--- src/rtl/phase_accumulator.sv ---
// phase_accumulator
//   Programmable NCO front end. A frequency tuning word (inc) is accumulated
//   once per emitted sample, a phase offset is added, and the sum is
//   truncated to PHASE_DW bits. The result is streamed out on an AXI-stream
//   master with backpressure, ready for a DDS phase input.
//
//   Optional feature macro: PHASE_DITHER_EN
//     When defined, a 16-bit Galois LFSR (x^16+x^14+x^13+x^11+1, seed 0xACE1)
//     steps once per emitted sample. Its low min(ACC_DW-PHASE_DW,16) bits are
//     added below the truncation point to spread truncation spurs.
//     When undefined, the output is a plain truncation and no LFSR exists.
//
// Parameters
//   ACC_DW    accumulator / tuning word / offset width
//   PHASE_DW  output phase width (must not exceed ACC_DW)
//
// Ports
//   clk                   clock
//   reset_n               synchronous active-low reset
//   s_axis_config_tdata   {phase_offset, phase_inc}, both unsigned
//   s_axis_config_tvalid  config word valid
//   s_axis_config_tready  config slot free (one-deep shadow buffer)
//   enable                run the accumulator
//   phase_sync            clear the accumulator to 0 (no sample that cycle)
//   m_axis_phase_tdata    unsigned phase, full scale = 2*pi
//   m_axis_phase_tvalid   phase valid
//   m_axis_phase_tready   downstream ready
//   wrap                  one-cycle pulse on accumulator carry-out
//
// Handshake semantics (both streams): a beat transfers on a rising clk edge
// where tvalid && tready. Once the master raises tvalid it keeps tvalid and
// tdata stable until that transfer happens; the master never waits on tready
// before asserting tvalid.

module phase_accumulator #(
  parameter int ACC_DW   = 32,
  parameter int PHASE_DW = 16
) (
  input  logic                  clk,
  input  logic                  reset_n,
  input  logic [2*ACC_DW-1:0]   s_axis_config_tdata,
  input  logic                  s_axis_config_tvalid,
  output logic                  s_axis_config_tready,
  input  logic                  enable,
  input  logic                  phase_sync,
  output logic [PHASE_DW-1:0]   m_axis_phase_tdata,
  output logic                  m_axis_phase_tvalid,
  input  logic                  m_axis_phase_tready,
  output logic                  wrap
);

  logic [ACC_DW-1:0] acc;
  logic [ACC_DW-1:0] inc_act;
  logic [ACC_DW-1:0] off_act;
  logic [ACC_DW-1:0] inc_sh;
  logic [ACC_DW-1:0] off_sh;
  logic              pending;

  logic              adv;
  logic              apply_cfg;
  logic [ACC_DW:0]   acc_sum;     // carry bit on top
  logic [ACC_DW-1:0] phase_sum;
  logic [ACC_DW-1:0] phase_word;

  assign s_axis_config_tready = !pending;

  // A new sample is produced only when the output register is empty or is
  // being drained this cycle; phase_sync suppresses the sample.
  assign adv = enable && !phase_sync &&
               (!m_axis_phase_tvalid || m_axis_phase_tready);

  // Shadow config becomes active only at sample boundaries (or whenever the
  // accumulator is idle/resyncing), so a sample never mixes old and new words.
  assign apply_cfg = pending && (adv || phase_sync || !enable);

  assign acc_sum   = {1'b0, acc} + {1'b0, inc_act};
  assign phase_sum = acc + off_act;

`ifdef PHASE_DITHER_EN
  localparam int DITH_W = ((ACC_DW - PHASE_DW) < 16) ? (ACC_DW - PHASE_DW) : 16;

  logic [15:0] lfsr;
  logic [15:0] lfsr_next;

  // Right-shifting Galois form; 0xB400 encodes taps 16,14,13,11.
  assign lfsr_next = lfsr[0] ? ((lfsr >> 1) ^ 16'hB400) : (lfsr >> 1);

  generate
    if (DITH_W > 0) begin : g_dither
      assign phase_word = phase_sum + ACC_DW'(lfsr[DITH_W-1:0]);
    end else begin : g_no_dither
      assign phase_word = phase_sum;
    end
  endgenerate

  always_ff @(posedge clk) begin
    if (!reset_n) begin
      lfsr <= 16'hACE1;
    end else if (adv) begin
      lfsr <= lfsr_next;
    end
  end
`else
  assign phase_word = phase_sum;
`endif

  always_ff @(posedge clk) begin
    if (!reset_n) begin
      acc                 <= '0;
      inc_act             <= '0;
      off_act             <= '0;
      inc_sh              <= '0;
      off_sh              <= '0;
      pending             <= 1'b0;
      m_axis_phase_tdata  <= '0;
      m_axis_phase_tvalid <= 1'b0;
      wrap                <= 1'b0;
    end else begin
      // Config slot: accept only when empty, so accept and apply never
      // coincide.
      if (s_axis_config_tvalid && !pending) begin
        off_sh  <= s_axis_config_tdata[2*ACC_DW-1:ACC_DW];
        inc_sh  <= s_axis_config_tdata[ACC_DW-1:0];
        pending <= 1'b1;
      end else if (apply_cfg) begin
        off_act <= off_sh;
        inc_act <= inc_sh;
        pending <= 1'b0;
      end

      // Accumulator: sync wins over advance; otherwise frozen.
      if (phase_sync) begin
        acc <= '0;
      end else if (adv) begin
        acc <= acc_sum[ACC_DW-1:0];
      end

      // Output register: the beat is built from the pre-increment
      // accumulator and the offset that was active during this cycle.
      if (adv) begin
        m_axis_phase_tdata  <= PHASE_DW'(phase_word >> (ACC_DW - PHASE_DW));
        m_axis_phase_tvalid <= 1'b1;
        wrap                <= acc_sum[ACC_DW];
      end else begin
        wrap <= 1'b0;
        if (m_axis_phase_tvalid && m_axis_phase_tready) begin
          m_axis_phase_tvalid <= 1'b0;
        end
      end
    end
  end

endmodule

--- config.mk ---
export PLATFORM = sky130hd
export DESIGN_NAME = phase_accumulator
export DESIGN_NICKNAME = d
export VERILOG_FILES = /design/src/rtl/phase_accumulator.sv
export SDC_FILE = /design/constraint.sdc
export NUM_CORES = 1
export LEC_CHECK = 0
export ABC_AREA = 1
export BUFFER_PORTS_ARGS = -buffer_cell sky130_fd_sc_hd__buf_2
export CAP_MARGIN = 20
export CORE_UTILIZATION = 55
export DETAILED_ROUTE_END_ITERATION = 10
export PLACE_DENSITY = 0.71
export SYNTH_ARGS = -nofsm -noshare
export SYNTH_HDL_FRONTEND = slang
export SYNTH_SLANG_ARGS = --single-unit
export TNS_END_PERCENT = 20
--- constraint.sdc ---
create_clock -name clk -period 2.25 [get_ports clk]
set_input_delay 0.3375 -clock clk [delete_from_list [all_inputs] [get_ports clk]]
set_output_delay 0.3375 -clock clk [all_outputs]
set_load 0.05 [all_outputs]
Word-level counts from Yosys, hierarchy flattened --
Index checks and enable logic that the tools add are counted.
Storage, ports and cells: register bits 179, input port bits 70, output and inout port bits 19
Cells by class: $add $sub $neg 2, muxes and demuxes 4, bitwise gates (word level) 2, reductions and logical operators 17
Operators with widths (count):
- $add 32x32->33 | 1
- $add 32x32->32 | 1
- $logic_and 1x1->1 | 5
- $logic_not 1->1 | 4
- $mux 1 | 4
- $reduce_and 2->1 | 2
- $reduce_bool 2->1 | 2
- $logic_or 1x1->1 | 3
- $not 1->1 | 2
- $reduce_or 2->1 | 1

Depth between registers and ports, before layout --
Gate-level depths: netlist of run 1.
word-level depth 8, mapped depth 15, gate-level depth less buffers 15

Worst setup path before layout of run 1 --
OpenSTA, ideal clock, no wires.
path type flip-flop to flip-flop, from register acc[0], to register acc[24], library setup time 0.109 ns, arrival time 1.701 ns, setup slack 0.440 ns, stages on the path, launching flop included 13, path buffers 0, period minus slack after synthesis 1.810 ns, cells stage by stage dfxtp_1 ha_1 fa_1 nand3_1 nand3_1 nand2_1 nand2_1 nand3_1 nand3_1 nand2_1 nand3_1 nand2_1 inv_1
On the way: word-level cells in the longest chain between the ends 1
Ends and longest elaborated chain:
- start, declared | RTL line 52 | logic [ACC_DW-1:0] acc;
- start signal, assigned | RTL line 135 | acc <= acc_sum[ACC_DW-1:0];
- $add 32x32->33 | RTL line 76 | assign acc_sum = {1'b0, acc} + {1'b0, inc_act};
Every way passes these cells. A chain may end at the register's enable or synchronous reset.

Final worst setup path of run 1 --
Same ends and word-level chain as after synthesis.

==> run_results.csv, run 1 <==
group,metric,value,unit
run_status,status,"completed",
synth,ys_seq_area_frac,0.327,
final_layout,final_nets,2026,
place,place_area,11600,um2
clock_network,clkSlewWorstSetupHoldPaths,0.07,ns
floorplan,start_util,0.563,
setup_path,startpoint_type,"flop",
grt,first_global_vias,10200,
drt,viasPerCell,4.96,
setup_path,path_buf_inv,1,
setup_path,end_kind,"flop",
timing,max_clock_freq,0.479,GHz
grt,grt_pass1_wl,47700,um
floorplan,die_area,20500,um2
clock_network,clk_path_buf_depth,2,
final_layout,area_growth_syn_to_layout,12.4,%
synth,netlist-cell-type-count,36,
setup_path,cp_num_cells,12,
grt,grt_max_degree,66,
timing,setup_viol,0,
pwr,peakVddDrop,0.000463,V
drt,wl_per_cell,13.2,um
drt,antenna_left,0,
final_layout,drive_above_1_share,0.0892,
pwr,power_density,662,nW/um2
grt,antenna_found_initial,0,
setup_path,path_max_fanout,4,
synth,synth_common_cells,"491 x nand2_1, 409 x nor2_1, 268 x inv_1",
timing,fin_crit_sh,0.928,
timing,rsz0062_at_grt,"no",
clock_network,cts_sinks,179,
min_path,min_path_cells,3,
synth,synth.avg_cell_area,6.00,um2
clock_network,cts_made_buffers,17,
setup_path,required,2.59,ns
min_path,hold_path_class,"in -> reg",
floorplan,die_h,143,um
floorplan,core_area,19500,um2
synth,yosys.area.top_type,"dfxtp_1",
place,gp_congestion,0.941,
drt,vias,10800,
floorplan,rows,51,
timing,hold_viol,0,
setup_path,crit_slowest_cell,"fa_1",
synth,ys_top_cells_by_area,"dfxtp_1 33%, nand2_1 17%, nor2_1 14%",
pwr,p_switching,2310,uW
clock_network,cts.repair.resized,0,
setup_path,crit_family,"simple AND/OR/NAND/NOR gates",
synth,yosysWarnings,0,
pwr,comb_power_share,0.145,
floorplan,io_pins,89,
pwr,intPower,5830,uW
clock_network,postCtsHoldBufs,0,
timing,fin_skew,0.0125,ns
setup_path,r2r_start,"acc[0]$_SDFFE_PP0P_",
setup_path,arrival,2.43,ns
setup_path,crit_type,"reg -> reg",
timing,min_period,2.09,ns
pwr,power,8140,uW
setup_path,reg2reg_depth,12,
synth,syn_inst,1825,
clock_network,clk_latency,0.44,ns
clock_network,post_cts_buffers,0,
synth,ys_ff_latch,179,
synth,async_flop_share,0,
timing,worst_slew_pin_slew,0.625,ns
final_layout,fin_area,12300,um2
setup_path,r2r_end,"acc[24]$_SDFFE_PP0P_",
floorplan,die_width,143,um
setup_path,r2r_slack,0.16,ns
timing,setup-tns-final,0,ns
timing,report.final.slew_viol_count,0,
synth,netlist_area,11000,um2
grt,grt_usage,0.295,
drt,wirelength,28600,um
synth,netlist.area_leader.share,0.327,
timing,maxSlewHeadroom,0.583,
clock_network,cts_tree,"built",
place,dp_hpwl,21600,um
clock_network,root_buffer,"clkbuf_16",
drt,drt_first_pass_iters,5,
synth,synth_edf_count,0,
clock_network,cts-htree-levels,4,
drt,drc,0,
place,portBuffers,88,
pwr,power_frac_clock,0.418,
pwr,leakagePower,0.00697,uW
synth,syn-num-nets,1958,
setup_path,cp-endpoint,"acc[24]$_SDFFE_PP0P_",
pwr,swShare,0.284,
setup_path,crit_path_cell_trace,"ha_1 > fa_1 > nand3_1 > nand3_1 > nand2_1 > nand2_1 > nand3_1 > nand3_1 > nand2_1 > nand3_1 > nand2_1 > inv_1",
final_layout,fill_cells,1957,
synth,synth_most_common_cell,"nand2_1",
drt,drtIter0Drc,564,
grt,grt_overflow_total,0,
synth,ys.flop_type,"dfxtp_1",
run,cap_viol_max_count,0,
setup_path,critPathMaxStageDelay,0.45,ns
final_layout,diodes,0,
setup_path,critical_path.startpoint,"acc[0]$_SDFFE_PP0P_",
pwr,p_seq_frac,0.437,
setup_path,cpMostUsedCell,"nand3_1",
## placed cells by master, fill, tap and decap left out, types with 3 or more instances in the layout
| cell type | synthesis | routed |
|---|---|---|
| buf_2 | 13 | 87 |
| dfxtp_1 | 179 | 179 |
| bufinv_16 | 0 | 5 |
| nand2_1 | 491 | 491 |
| nand3_1 | 82 | 82 |
| nand3b_1 | 3 | 3 |
| inv_2 | 10 | 10 |
| nor2_2 | 9 | 9 |
| nand2_2 | 9 | 9 |
| ha_1 | 62 | 62 |
| o21ai_1 | 14 | 14 |
| nor2_1 | 409 | 408 |
| and3_1 | 4 | 4 |
| clkbuf_16 | 0 | 17 |
| o21bai_1 | 4 | 4 |
| inv_6 | 0 | 4 |
| xor2_1 | 14 | 14 |
| nor3_1 | 3 | 3 |
| buf_4 | 1 | 14 |
| a21oi_1 | 49 | 49 |
| and2_1 | 3 | 3 |
| inv_1 | 268 | 268 |
| nand4_1 | 8 | 8 |
| o21ai_0 | 135 | 135 |
| clkinv_2 | 0 | 3 |
## flip-flops by register name, indices dropped and copies added, names as in the netlist
name                 count
off_sh                  32
pending                  1
acc                     32
inc_sh                  32
off_act                 32
m_axis_phase_tvalid      1
wrap                     1
m_axis_phase_tdata      16
inc_act                 32
## worst min-delay path by stage
stage,start,to,slack [ns]
3_3_place_gp,inc_sh[31]$_SDFFE_PN0P_,inc_act[31]$_SDFFE_PN0P_,0.46
3_5_place_dp,off_sh[7]$_SDFFE_PN0P_,off_act[7]$_SDFFE_PN0P_,0.46
6_report,s_axis_config_tdata[5],inc_sh[5]$_SDFFE_PN0P_,0.11
4_1_cts,s_axis_config_tdata[7],inc_sh[7]$_SDFFE_PN0P_,0.11
2_1_floorplan,inc_sh[0]$_SDFFE_PN0P_,inc_act[0]$_SDFFE_PN0P_,0.45
5_1_grt,s_axis_config_tdata[25],inc_sh[25]$_SDFFE_PN0P_,0.11
## layout make-up
class | instances | area (um2) | share of cell area
multi-input cells | 1313 | 6100 | 0.496
flip-flops and latches | 179 | 3580 | 0.291
inverters | 279 | 1050 | 0.0851
clock inverters | 14 | 220 | 0.0179
well taps | 265 | 332 | 0.0269
clock buffers | 18 | 439 | 0.0357
repair buffers | 103 | 581 | 0.0472
## worst register-to-register path: stages (launching register included)
cell and delay [ns]:
dfxtp_1 0.34, ha_1 0.27, fa_1 0.45, nand3_1 0.11, nand3_1 0.13, nand2_1 0.11
nand2_1 0.09, nand3_1 0.14, nand3_1 0.12, nand2_1 0.07, nand3_1 0.06, nand2_1 0.06
inv_1 0.03
## kinds of logic (layout without fill, tap and decap cells)
| logic type | count (synthesis) | count (layout) | share of synthesized area |
|---|---|---|---|
| AND/OR/NAND/NOR | 1025 | 1025 | 0.372 |
| buffers and inverters | 333 | 414 | 0.116 |
| AO/OA/AOI/OAI | 210 | 210 | 0.100 |
| flip-flops | 179 | 179 | 0.327 |
| adder cells (fa/ha/maj) | 63 | 63 | 0.0727 |
| XOR/XNOR | 15 | 15 | 0.0120 |
## power by group through the flow
stage          combinational, uW  sequential (uW)  clock (uW)
3_5_place_dp                1180             3630           0
5_1_grt                     1350             3580        3540
2_1_floorplan                791             3650           0
4_1_cts                     1190             3560        3430
3_3_place_gp                1160             3620           0
6_report                    1180             3560        3400
## metrics by stage
| stage | utilization | setup slack [ns] | hold slack, ns | std cells |
|---|---|---|---|---|
| CTS | 0.632 | 0.151 | 0.109 | 2171 |
| global route | 0.632 | 0.00387 | 0.115 | 2171 |
| global placement | 0.598 | 0.203 | 0.457 | 2139 |
| floorplan | - | 0.440 | 0.450 | 1825 |
| finish | 0.632 | 0.162 | 0.109 | 2171 |
| detailed placement | 0.598 | 0.167 | 0.464 | 2139 |
## routing by layer
layer / vias up / wire, um / part of all wire / GRT usage
met5: - / 0 / 0 / 0
met3: 49 / 1140 / 0.040 / 0.0456
li1: 5730 / - / - / -
met4: 0 / 769 / 0.027 / 0.105
met1: 4757 / 13900 / 0.48 / 0.384
met2: 232 / 12900 / 0.45 / 0.493
Power figures use the tool's default switching activity.
==> run 2: changes to the inputs <==
--- a/config.mk
+++ b/config.mk
@@ -8,6 +8,7 @@
 export ABC_AREA = 1
 export BUFFER_PORTS_ARGS = -buffer_cell sky130_fd_sc_hd__buf_2
 export CAP_MARGIN = 20
+export CORE_MARGIN = 4
 export CORE_UTILIZATION = 55
 export DETAILED_ROUTE_END_ITERATION = 10
 export PLACE_DENSITY = 0.71
==> run 2 against run 1 <==
Final area down 0.60%. Hold slack better by 0.0028 ns. Non-clock buffer count increased by 1. Clock-buffer cell count is the same. Maximum frequency increased by 2.5%. Combinational power about the same. Global-route usage fell by 2.9 points. Final cell count about the same. Power down 5.7%. Core utilization fell by 0.58 points.
==> run_results.csv, run 2 (synthesized netlist as in run 1, its figures left out) <==
group,metric,value,unit
run_status,status,"completed",
floorplan,io_pins,89,
timing,min_period,2.04,ns
pwr,leakagePower,0.00692,uW
drt,wl_met3,1120,um
clock_network,cts_sinks,179,
setup_path,critPathMaxStageDelay,0.39,ns
setup_path,crit_slowest_cell,"fa_2",
timing,hold_viol,0,
clock_network,clk_path_buf_depth,2,
final_layout,drive_above_1_share,0.0897,
floorplan,core_area,19500,um2
floorplan,start_util,0.561,
place,portBuffers,88,
clock_network,cts-htree-levels,4,
clock_network,post_cts_buffers,0,
place,place_area,11700,um2
setup_path,end_kind,"flop",
drt,wl_per_cell,13.3,um
drt,vias,10700,
timing,setup_viol,0,
final_layout,fin_area,12200,um2
setup_path,required,2.58,ns
grt,grt_max_degree,59,
final_layout,layout_commonest_cell,"nand2_1",
pwr,power_density,628,nW/um2
timing,max_clock_freq,0.491,GHz
timing,setup-tns-final,0,ns
place,dp_hpwl,22200,um
clock_network,root_buffer,"clkbuf_16",
clock_network,clkSlewWorstSetupHoldPaths,0.08,ns
grt,grt_overflow_total,0,
pwr,peakVddDrop,0.000479,V
floorplan,die_width,149,um
clock_network,cts_made_buffers,17,
clock_network,postCtsHoldBufs,0,
drt,highest_layer,"met4",
final_layout,final_nets,2027,
place,gp_congestion,1.00,
drt,drt_first_pass_iters,5,
setup_path,arrival,2.37,ns
final_layout,area_growth_syn_to_layout,11.7,%
drt,drc,0,
grt,grt_pass1_wl,48000,um
setup_path,startpoint_type,"flop",
timing,fin_crit_sh,0.905,
grt,first_global_vias,10100,
final_layout,diodes,0,
setup_path,crit_family,"simple AND/OR/NAND/NOR gates",
clock_network,clk_latency,0.44,ns
timing,maxSlewHeadroom,0.666,
run,cap_viol_max_count,0,
floorplan,die_area,22200,um2
drt,met2_length,13200,um
clock_network,cts.repair.resized,0,
setup_path,path_max_fanout,4,
setup_path,crit_type,"reg -> reg",
timing,report.final.slew_viol_count,0,
timing,worst_slew_pin_slew,0.499,ns
grt,grt_usage,0.266,
final_layout,layout_common_cells,"491 x nand2_1, 408 x nor2_1, 268 x inv_1, 179 x dfxtp_1, 135 x o21ai_0",
timing,fin_skew,0.0168,ns
drt,drtIter0Drc,636,
floorplan,rows,51,
setup_path,r2r_slack,0.21,ns
min_path,hold_path_class,"in -> reg",
clock_network,cts_tree,"built",
drt,wirelength,28900,um
drt,drt-met1-wl,14100,um
drt,viasPerCell,4.92,
setup_path,crit_path_cell_trace,"ha_1 > fa_2 > nand3_1 > nand3_1 > nand2_1 > nand2_1 > nand3_1 > nand3_1 > nand2_1 > nand3_1 > nand2_1 > inv_1",
grt,antenna_found_initial,0,
setup_path,cpMostUsedCell,"nand3_1",
drt,antenna_left,0,
final_layout,fill_cells,1993,
floorplan,die_h,149,um
setup_path,path_buf_inv,1,
timing,rsz0062_at_grt,"no",
## run 2: power breakdown
group / internal (uW) / leakage [uW] / switching [uW]
clock: 1470 / 0.000276 / 1450
sequential: 3410 / 0.00147 / 151
combinational: 409 / 0.00517 / 788
## run 2: worst paths after layout
| path | from | endpoint | cells past startpoint |
|---|---|---|---|
| setup reg to reg | acc[0]$_SDFFE_PP0P_ | acc[24]$_SDFFE_PP0P_ | 12 |
| hold reg to reg | inc_sh[19]$_SDFFE_PN0P_ | inc_act[19]$_SDFFE_PN0P_ | 2 |
| hold / removal | s_axis_config_tdata[29] | inc_sh[29]$_SDFFE_PN0P_ | 3 |
| setup / recovery | acc[0]$_SDFFE_PP0P_ | acc[24]$_SDFFE_PP0P_ | 12 |
## run 2: cell type report
| class | count | area [um2] | share of cell area |
|---|---|---|---|
| Tap cell | 265 | 332 | 0.0271 |
| Inverter | 279 | 1050 | 0.0856 |
| Clock inverter | 14 | 134 | 0.0109 |
| Multi-Input combinational cell | 1313 | 6110 | 0.499 |
| Clock buffer | 18 | 429 | 0.0351 |
| Sequential cell | 179 | 3580 | 0.293 |
| Timing Repair Buffer | 104 | 601 | 0.0491 |
## run 2: worst reg2reg max path, stage by stage, from the launching register on
cell and delay, ns:
dfxtp_1 0.35, ha_1 0.27, fa_2 0.39, nand3_1 0.10, nand3_1 0.14, nand2_1 0.12
nand2_1 0.09, nand3_1 0.13, nand3_1 0.12, nand2_1 0.07, nand3_1 0.06, nand2_1 0.06
inv_1 0.03
## run 2: per-stage QoR
stage | std cells | setup slack [ns] | util | hold slack [ns] | power [uW]
CTS | 2172 | 0.165 | 0.626 | 0.0962 | 7740
finish | 2172 | 0.213 | 0.626 | 0.112 | 7680
global placement | 2140 | 0.236 | 0.598 | 0.459 | 4800
floorplan | 1825 | 0.440 | - | 0.450 | 4440
detailed placement | 2140 | 0.189 | 0.598 | 0.462 | 4810
global route | 2172 | 0.0596 | 0.626 | 0.0989 | 8050
## run 2: layer usage
metal	vias to the layer above	track usage
li1	5748	-
met3	39	0.0425
met4	0	0.0691
met2	183	0.443
met5	-	0
met1	4706	0.362
==> run 3: changes to the inputs <==
--- a/config.mk
+++ b/config.mk
@@ -10,6 +10,7 @@
 export CAP_MARGIN = 20
 export CORE_MARGIN = 4
 export CORE_UTILIZATION = 55
+export CTS_BUF_LIST = sky130_fd_sc_hd__clkbuf_8
 export DETAILED_ROUTE_END_ITERATION = 10
 export PLACE_DENSITY = 0.71
 export SYNTH_ARGS = -nofsm -noshare
==> run 3 against run 2 <==
Final area shrank 1.6%. Via count about the same. Wire length is 0.72% lower. Die area is the same. Hold slack worse by 0.035 ns. Global-route usage down 0.28 points. Clock-buffer cell count is 1 lower. Final cell count stayed put. Core utilization fell by 0.98 points. Register-to-register slack got worse by 0.02 ns. Setup slack got worse by 0.015 ns. First-iteration DRC count increased by 1.6%. Largest power group unchanged. Highest routed layer unchanged.
==> run_results.csv, run 3 (synthesized netlist as in run 1, its figures left out) <==
group,metric,value,unit
pwr,leakagePower,0.00684,uW
timing,setup_viol,0,
floorplan,core_area,19500,um2
drt,viasPerCell,4.92,
place,portBuffers,88,
pwr,power_density,575,nW/um2
setup_path,reg2reg_depth,12,
grt,grt_overflow_total,0,
min_path,min_from,"s_axis_config_tdata[8]",
clock_network,cts-htree-levels,4,
drt,antenna_left,0,
clock_network,cts_tree,"built",
clock_network,postCtsHoldBufs,0,
place,dp_hpwl,22200,um
setup_path,crit_slowest_cell,"fa_2",
clock_network,cts.repair.resized,0,
grt,antenna_found_initial,0,
drt,drc,0,
setup_path,path_max_fanout,4,
clock_network,cts_made_buffers,17,
timing,rsz0062_at_grt,"no",
grt,grt_pass1_wl,47700,um
setup_path,cpMostUsedCell,"nand3_1",
floorplan,die_width,149,um
timing,worst_slew_pin_slew,0.505,ns
setup_path,r2r_start,"acc[0]$_SDFFE_PP0P_",
final_layout,area_growth_syn_to_layout,9.96,%
final_layout,layout_common_cells,"491 x nand2_1, 408 x nor2_1, 269 x inv_1, 179 x dfxtp_1, 135 x o21ai_0",
floorplan,start_util,0.561,
grt,grt_max_degree,59,
final_layout,final_nets,2027,
drt,drt_first_pass_iters,5,
run_status,status,"completed",
timing,maxSlewHeadroom,0.663,
min_path,min_path_cells,3,
setup_path,crit_path_cell_trace,"ha_1 > fa_2 > nand3_1 > nand3_1 > nand2_1 > nand2_1 > nand3_1 > nand3_1 > nand2_1 > nand3_1 > nand2_1 > inv_1",
place,gp_congestion,1.00,
clock_network,post_cts_buffers,0,
setup_path,critPathMaxStageDelay,0.39,ns
min_path,min_to,"inc_sh[8]$_SDFFE_PN0P_",
floorplan,die_h,149,um
setup_path,startpoint_type,"flop",
timing,min_period,2.05,ns
timing,max_clock_freq,0.487,GHz
clock_network,cts_sinks,179,
timing,hold_viol,0,
pwr,peakVddDrop,0.000412,V
grt,grt_usage,0.263,
clock_network,clkSlewWorstSetupHoldPaths,0.11,ns
clock_network,root_buffer,"clkbuf_8",
run,cap_viol_max_count,0,
clock_network,clk_path_buf_depth,2,
timing,report.final.slew_viol_count,0,
grt,first_global_vias,10000,
min_path,hold_path_class,"in -> reg",
setup_path,required,2.62,ns
setup_path,end_kind,"flop",
setup_path,r2r_slack,0.20,ns
floorplan,rows,51,
final_layout,layout_commonest_cell,"nand2_1",
setup_path,arrival,2.42,ns
setup_path,crit_type,"reg -> reg",
clock_network,clk_latency,0.47,ns
floorplan,io_pins,89,
timing,hold-worst-slack,0.0765,ns
final_layout,fill_cells,2014,
timing,fin_skew,0.0184,ns
drt,wl_per_cell,13.2,um
drt,drtIter0Drc,646,
final_layout,drive_above_1_share,0.0897,
drt,wirelength,28700,um
timing,fin_crit_sh,0.912,
setup_path,r2r_end,"acc[24]$_SDFFE_PP0P_",
drt,vias,10700,
floorplan,die_area,22200,um2
final_layout,diodes,0,
timing,setup-tns-final,0,ns
-- run 3: area by class of cell --
class / instances / area [um2] / share of cell area
Clock buffer: 17 / 234 / 0.0194
Multi-Input combinational cell: 1313 / 6110 / 0.507
Timing Repair Buffer: 104 / 601 / 0.0499
Clock inverter: 15 / 138 / 0.0114
Tap cell: 265 / 332 / 0.0275
Inverter: 279 / 1050 / 0.0870
Sequential cell: 179 / 3580 / 0.298
-- run 3: how the worst max path moves through the flow --
stage,start,endpoint,cells after the start
after floorplan,acc[0]$_SDFFE_PP0P_,acc[24]$_SDFFE_PP0P_,12
after global placement,acc[0]$_SDFFE_PP0P_,acc[24]$_SDFFE_PP0P_,12
after detailed placement,acc[0]$_SDFFE_PP0P_,acc[24]$_SDFFE_PP0P_,12
after CTS,acc[0]$_SDFFE_PP0P_,acc[24]$_SDFFE_PP0P_,12
after global routing,acc[0]$_SDFFE_PP0P_,acc[28]$_SDFFE_PP0P_,12
final,acc[0]$_SDFFE_PP0P_,acc[24]$_SDFFE_PP0P_,12
-- run 3: where the power goes --
part           leakage, uW  internal (uW)  switching (uW)
Combinational      0.00517            409             788
Sequential         0.00147           3410             151
Clock             0.000193            818            1350
-- run 3: routing by layer --
layer,global-route usage,share of wire
met1,0.362,0.49
met2,0.439,0.46
met3,0.0425,0.039
met4,0.0558,0.013
met5,0,0
-- run 3: critical path: cells and delay by family (launching register included) --
kind | cells | cell delay (ns)
simple gates | 9 | 0.88
buf+inv | 1 | 0.03
fa+ha+maj | 2 | 0.66
flops | 1 | 0.36
-- run 3: per-stage QoR --
stage / total power [uW] / utilization / cell area [um2] / worst slack, ns / cells
3_3_place_gp: 4800 / 0.598 / 11700 / 0.236 / 2140
4_1_cts: 6980 / 0.617 / 12000 / 0.154 / 2172
2_1_floorplan: 4440 / - / 11000 / 0.440 / 1825
5_1_grt: 7290 / 0.617 / 12000 / 0.0514 / 2172
3_5_place_dp: 4810 / 0.598 / 11700 / 0.189 / 2140
6_report: 6920 / 0.617 / 12000 / 0.198 / 2172
